File: src/rtl/rate_sched.sv
// rate_sched: run/pause/clear scheduler that issues counter-step requests at
// one of two selectable rates, with a level request/acknowledge handshake and a
// sticky overrun flag for ticks that arrive while a request is still pending.
module rate_sched #(
  parameter int SLOW_DIV = 500000,
  parameter int FAST_DIV = 10000,
  parameter int DIV_W    = 20
) (
  input  logic       clk,
  input  logic       rst,
  input  logic       sw_switch,
  input  logic       start_btn,
  input  logic       stop_btn,
  input  logic       clr_btn,
  input  logic       tick_ack,
  output logic       tick_req,
  output logic       cnt_clr,
  output logic [1:0] state,
  output logic       overrun
);

  typedef enum logic [1:0] {
    ST_IDLE  = 2'b00,
    ST_RUN   = 2'b01,
    ST_PAUSE = 2'b10,
    ST_CLEAR = 2'b11
  } state_t;

  // Terminal divider values, pre-sized so the compare is width-exact.
  localparam logic [DIV_W-1:0] SLOW_LAST = DIV_W'(SLOW_DIV - 1);
  localparam logic [DIV_W-1:0] FAST_LAST = DIV_W'(FAST_DIV - 1);

  logic             r_sync1;
  logic             r_sync2;
  state_t           r_state;
  logic             r_cnt_clr;
  logic [DIV_W-1:0] r_div;
  logic             r_tick_req;
  logic             r_overrun;

  state_t           w_state_nxt;
  logic             w_spd_chg;
  logic [DIV_W-1:0] w_div_last;
  logic             w_counting;
  logic             w_tick;

  // Two-flop synchronizer for the asynchronous speed switch.
  always_ff @(posedge clk) begin
    // NOTE: sequential state always uses non-blocking assignments so every
    // flop samples pre-edge values regardless of statement order.
    if (rst) begin
      r_sync1 <= 1'b0;
      r_sync2 <= 1'b0;
    end else begin
      r_sync1 <= sw_switch;
      r_sync2 <= r_sync1;
    end
  end

  // The synchronized speed is about to change at this edge: the divider
  // restarts from 0 under the new period and this cycle never ticks, so the
  // old count is never compared against the new (possibly smaller) limit.
  assign w_spd_chg  = r_sync1 ^ r_sync2;
  assign w_div_last = r_sync2 ? FAST_LAST : SLOW_LAST;

  // Next-state decode: clear beats stop beats start; CLEAR lasts one cycle.
  always_comb begin
    // NOTE: default assignment first so no path leaves w_state_nxt unassigned,
    // which would otherwise infer a latch.
    w_state_nxt = r_state;
    if (r_state == ST_CLEAR) begin
      w_state_nxt = ST_IDLE;
    end else if (clr_btn) begin
      w_state_nxt = ST_CLEAR;
    end else if (stop_btn) begin
      if (r_state == ST_RUN) w_state_nxt = ST_PAUSE;
    end else if (start_btn) begin
      if (r_state == ST_IDLE || r_state == ST_PAUSE) w_state_nxt = ST_RUN;
    end
  end

  // The divider advances only while staying in RUN; a stop cycle already holds.
  assign w_counting = (r_state == ST_RUN) && (w_state_nxt == ST_RUN) && !w_spd_chg;
  assign w_tick     = w_counting && (r_div == w_div_last);

  // FSM state register with the registered clear strobe.
  always_ff @(posedge clk) begin
    if (rst) begin
      r_state   <= ST_IDLE;
      r_cnt_clr <= 1'b0;
    end else begin
      r_state   <= w_state_nxt;
      r_cnt_clr <= (w_state_nxt == ST_CLEAR);
    end
  end

  // Rate divider: 0..DIV-1 in RUN, held in PAUSE, zero in IDLE/CLEAR.
  always_ff @(posedge clk) begin
    if (rst) begin
      r_div <= '0;
    end else if (w_state_nxt == ST_CLEAR || w_state_nxt == ST_IDLE) begin
      r_div <= '0;
    end else if (w_spd_chg) begin
      r_div <= '0;
    end else if (w_counting) begin
      r_div <= (r_div == w_div_last) ? '0 : r_div + 1'b1;
    end
  end

  // Request/acknowledge handshake and sticky overrun detection.
  always_ff @(posedge clk) begin
    if (rst) begin
      r_tick_req <= 1'b0;
      r_overrun  <= 1'b0;
    end else if (w_state_nxt == ST_CLEAR) begin
      r_tick_req <= 1'b0;
      r_overrun  <= 1'b0;
    end else if (w_tick) begin
      // A new tick keeps the request up; it is lost only if the pending one
      // is not being acknowledged in this same cycle.
      r_tick_req <= 1'b1;
      if (r_tick_req && !tick_ack) r_overrun <= 1'b1;
    end else if (r_tick_req && tick_ack) begin
      r_tick_req <= 1'b0;
    end
  end

  assign tick_req = r_tick_req;
  assign cnt_clr  = r_cnt_clr;
  assign state    = r_state;
  assign overrun  = r_overrun;

endmodule

File: config.mk
export PLATFORM = sky130hd
export DESIGN_NAME = rate_sched
export DESIGN_NICKNAME = d
export VERILOG_FILES = /design/src/rtl/rate_sched.sv
export SDC_FILE = /design/constraint.sdc
export NUM_CORES = 1
export LEC_CHECK = 0
export ABC_AREA = 0
export BUFFER_PORTS_ARGS = -buffer_cell sky130_fd_sc_hd__buf_2
export CORE_MARGIN = 3
export CORE_UTILIZATION = 45
export DETAILED_ROUTE_END_ITERATION = 12
export SLEW_MARGIN = 20
export SYNTH_ARGS = -nofsm -noshare
export SYNTH_HDL_FRONTEND = slang
export SYNTH_SLANG_ARGS = --single-unit
File: constraint.sdc
create_clock -name clk -period 3.4 [get_ports clk]
set_clock_uncertainty 0.15 [all_clocks]
set_input_delay 0.68 -clock clk [delete_from_list [all_inputs] [get_ports clk]]
set_output_delay 0.68 -clock clk [all_outputs]
set_load 0.005 [all_outputs]
==> reports/summary.txt <==
outcome: finished clean
Layout Nets: 184
Final period util: 0.8788
# diodes: 0
H-tree levels: 1
cell family contributing the most delay on the critical path: simple AND/OR/NAND/NOR gates
worst setup path class: input port to flip-flop
crit-path max cell delay: 0.57 ns
max frequency: 334.7 MHz
hold_buf cts: 0
leakage dissipation: 0.0004824 µW
EDFF count, synth: 0
Critical Path Source Type: input port
Power Total: 504.8 µW
Total Routing Usage GR: 0.1723
Ports: 12
Max Cap Violations: 0
vias per cell: 5.833
CTS tree: done
Vias: 1254
die height: 62.05 µm
synthesized area per cell: 8.674 µm²
Die Wd: 62.05 µm
# setup viols final: 0
router iterations before antenna repair: 4
synth unique cells: 42
first-pass GRT wire length: 4899 µm
Main synth FF type: dfxtp_1
gpl congestion: 0.7843
vias in the first global route: 1059
CP Data Required Time: 3.49 ns
row count: 19
share of synthesized registers carrying an async set or reset: 0
post-CTS setup buffers: 0
post-layout min period: 2.988 ns
Routed Antenna Nets: 0
Final Hold Vio Count: 0
Critical Path Sink Type: flip-flop
Routed wire per std cell: 14.17 µm
worst skew pair latency: 0.32 ns
RSZ-0062 raised after global routing: false
First DRT Iteration DRCs: 91
power per cell area: 329.6 nW/µm²
CTS Buf Count: 3
Longest Clk Path Bufs: 2
most common cell after layout, fill and taps aside: dfxtp_1
Die ar.: 3850 µm²
DRC: 0
area grow syn2layout: 8.319%
HPWL after detailed placement: 2195 µm
CP bufs+invs: 1
setup TNS: 0 ns
min-delay worst type: flip-flop to flip-flop
final WL: 3047 µm
Mapped Area: 1414 µm²
Crit Path Max Fanout: 14
critical path's slowest cell: or3_1
GRT overflow: 0
CORE AREA: 2877 µm²
YS warnings: 0
commonest non-fill, non-tap cells in the layout: dfxtp_1 (27), nand2_1 (15), or3_1 (11), buf_2 (11), nor3_1 (9)
CP cell instances: buf_2, a21oi_1, a21oi_1, o21ai_0, ha_1, nand3b_1, or3_1, or4_1, a211oi_1
layout cell share with drive strength beyond 1: 0.1503
Slew Limit Fails: 0
# resized after CTS: 0
CTS sink cnt: 27
crit-path most repeated cell: a21oi_1
root buffer cell: clkbuf_4
Buffers on Ports: 11
Starting Density: 0.4915
largest net degree at the start of global routing: 21
WP data arrival: 3.08 ns
Syn Inst Count: 163
Seq/Total Area, Yosys: 0.3823
Slew headroom: 0.4778
worst slew pin tran: 0.7834 ns
syn nets: 173
Seq cells post-synth: 27
worst vdd ir: 0.1592 mV
clock slew at reported path FFs: 0.14 ns
initial antenna violation count: 0
logic make-up after synthesis:
| logic type | synth area share |
|---|---|
| adders and majority gates | 0.02655 |
| AOI/OAI and AO/OA | 0.1611 |
| DFF | 0.3823 |
| and+or+nand+nor | 0.3328 |
| xor gates and xnor gates | 0.06107 |
| buffers and inverters | 0.03628 |
sequential cells by signal, summed over array words and instances (netlist names):
name      flops
state         2
r_div        20
r_sync2       1
cnt_clr       1
r_sync1       1
tick_req      1
overrun       1
final timing paths:
path,startpoint,to,slack [ns],depth (start not counted)
worst max register to register,state[0],r_div[14],0.45,8
worst min-delay path,r_sync1,r_sync2,0.36,1
worst max-delay path,stop_btn,r_div[14],0.41,9
worst min register to register,r_sync1,r_sync2,0.36,1
report_power, final:
group	internal [µW]	total (µW)	switching, µW
registers	321	327	6.34
clock network	44.0	137	92.9
logic	15.1	40.5	25.5
total	380	505	125
final cells by class:
class | instances | area [µm²]
fillers | 287 | 1345
multi-input cells | 125 | 822.0
flip-flops and latches | 27 | 540.5
repair buffers | 14 | 77.57
well taps | 42 | 52.55
clock buffers | 3 | 22.52
inverters | 3 | 11.26
clock inverters | 1 | 5.005
cell usage after synthesis, drive strengths merged (2+ instances only):
master	number	area, µm²
nor3	10	55.05
xnor2	5	43.79
nand4	6	37.54
xor2	4	42.55
and4	3	26.28
dfxtp	27	540.5
o31ai	2	15.01
and4b	2	20.02
o21ai	8	40.04
nor4	3	18.77
a211oi	9	82.58
and2	2	12.51
or4	3	26.27
a21oi	4	20.02
inv	3	11.26
and3	2	12.51
nand3	2	10.01
clkbuf	6	23.77
nand2	15	56.30
nor2	8	30.03
a31oi	3	18.77
o211ai	3	22.52
or3	11	68.82
ha	3	37.54
nor4b	3	26.28
o22ai	2	12.51
nor2b	4	25.02
buf	2	16.26
routing by layer:
metal  share of wire  global-route usage
met1            0.50              0.2434
met5               0                   0
met2            0.46              0.2663
met3           0.034             0.03099
met4          0.0082             0.05152
stage by stage:
| stage | area, µm² | utilization | setup WS (ns) | std cells | hold WS, ns |
|---|---|---|---|---|---|
| after global routing | 1531 | 0.5324 | 0.2215 | 215 | 0.3737 |
| after global placement | 1504 | 0.5228 | 0.2450 | 211 | 0.3393 |
| after CTS | 1531 | 0.5324 | 0.4697 | 215 | 0.3648 |
| after floorplan | 1414 | - | 0.4823 | 163 | 0.3265 |
| after detailed placement | 1504 | 0.5228 | 0.1162 | 211 | 0.3445 |
| final | 1531 | 0.5324 | 0.4122 | 215 | 0.3584 |
No activity file was read; power rests on OpenSTA's default activity.
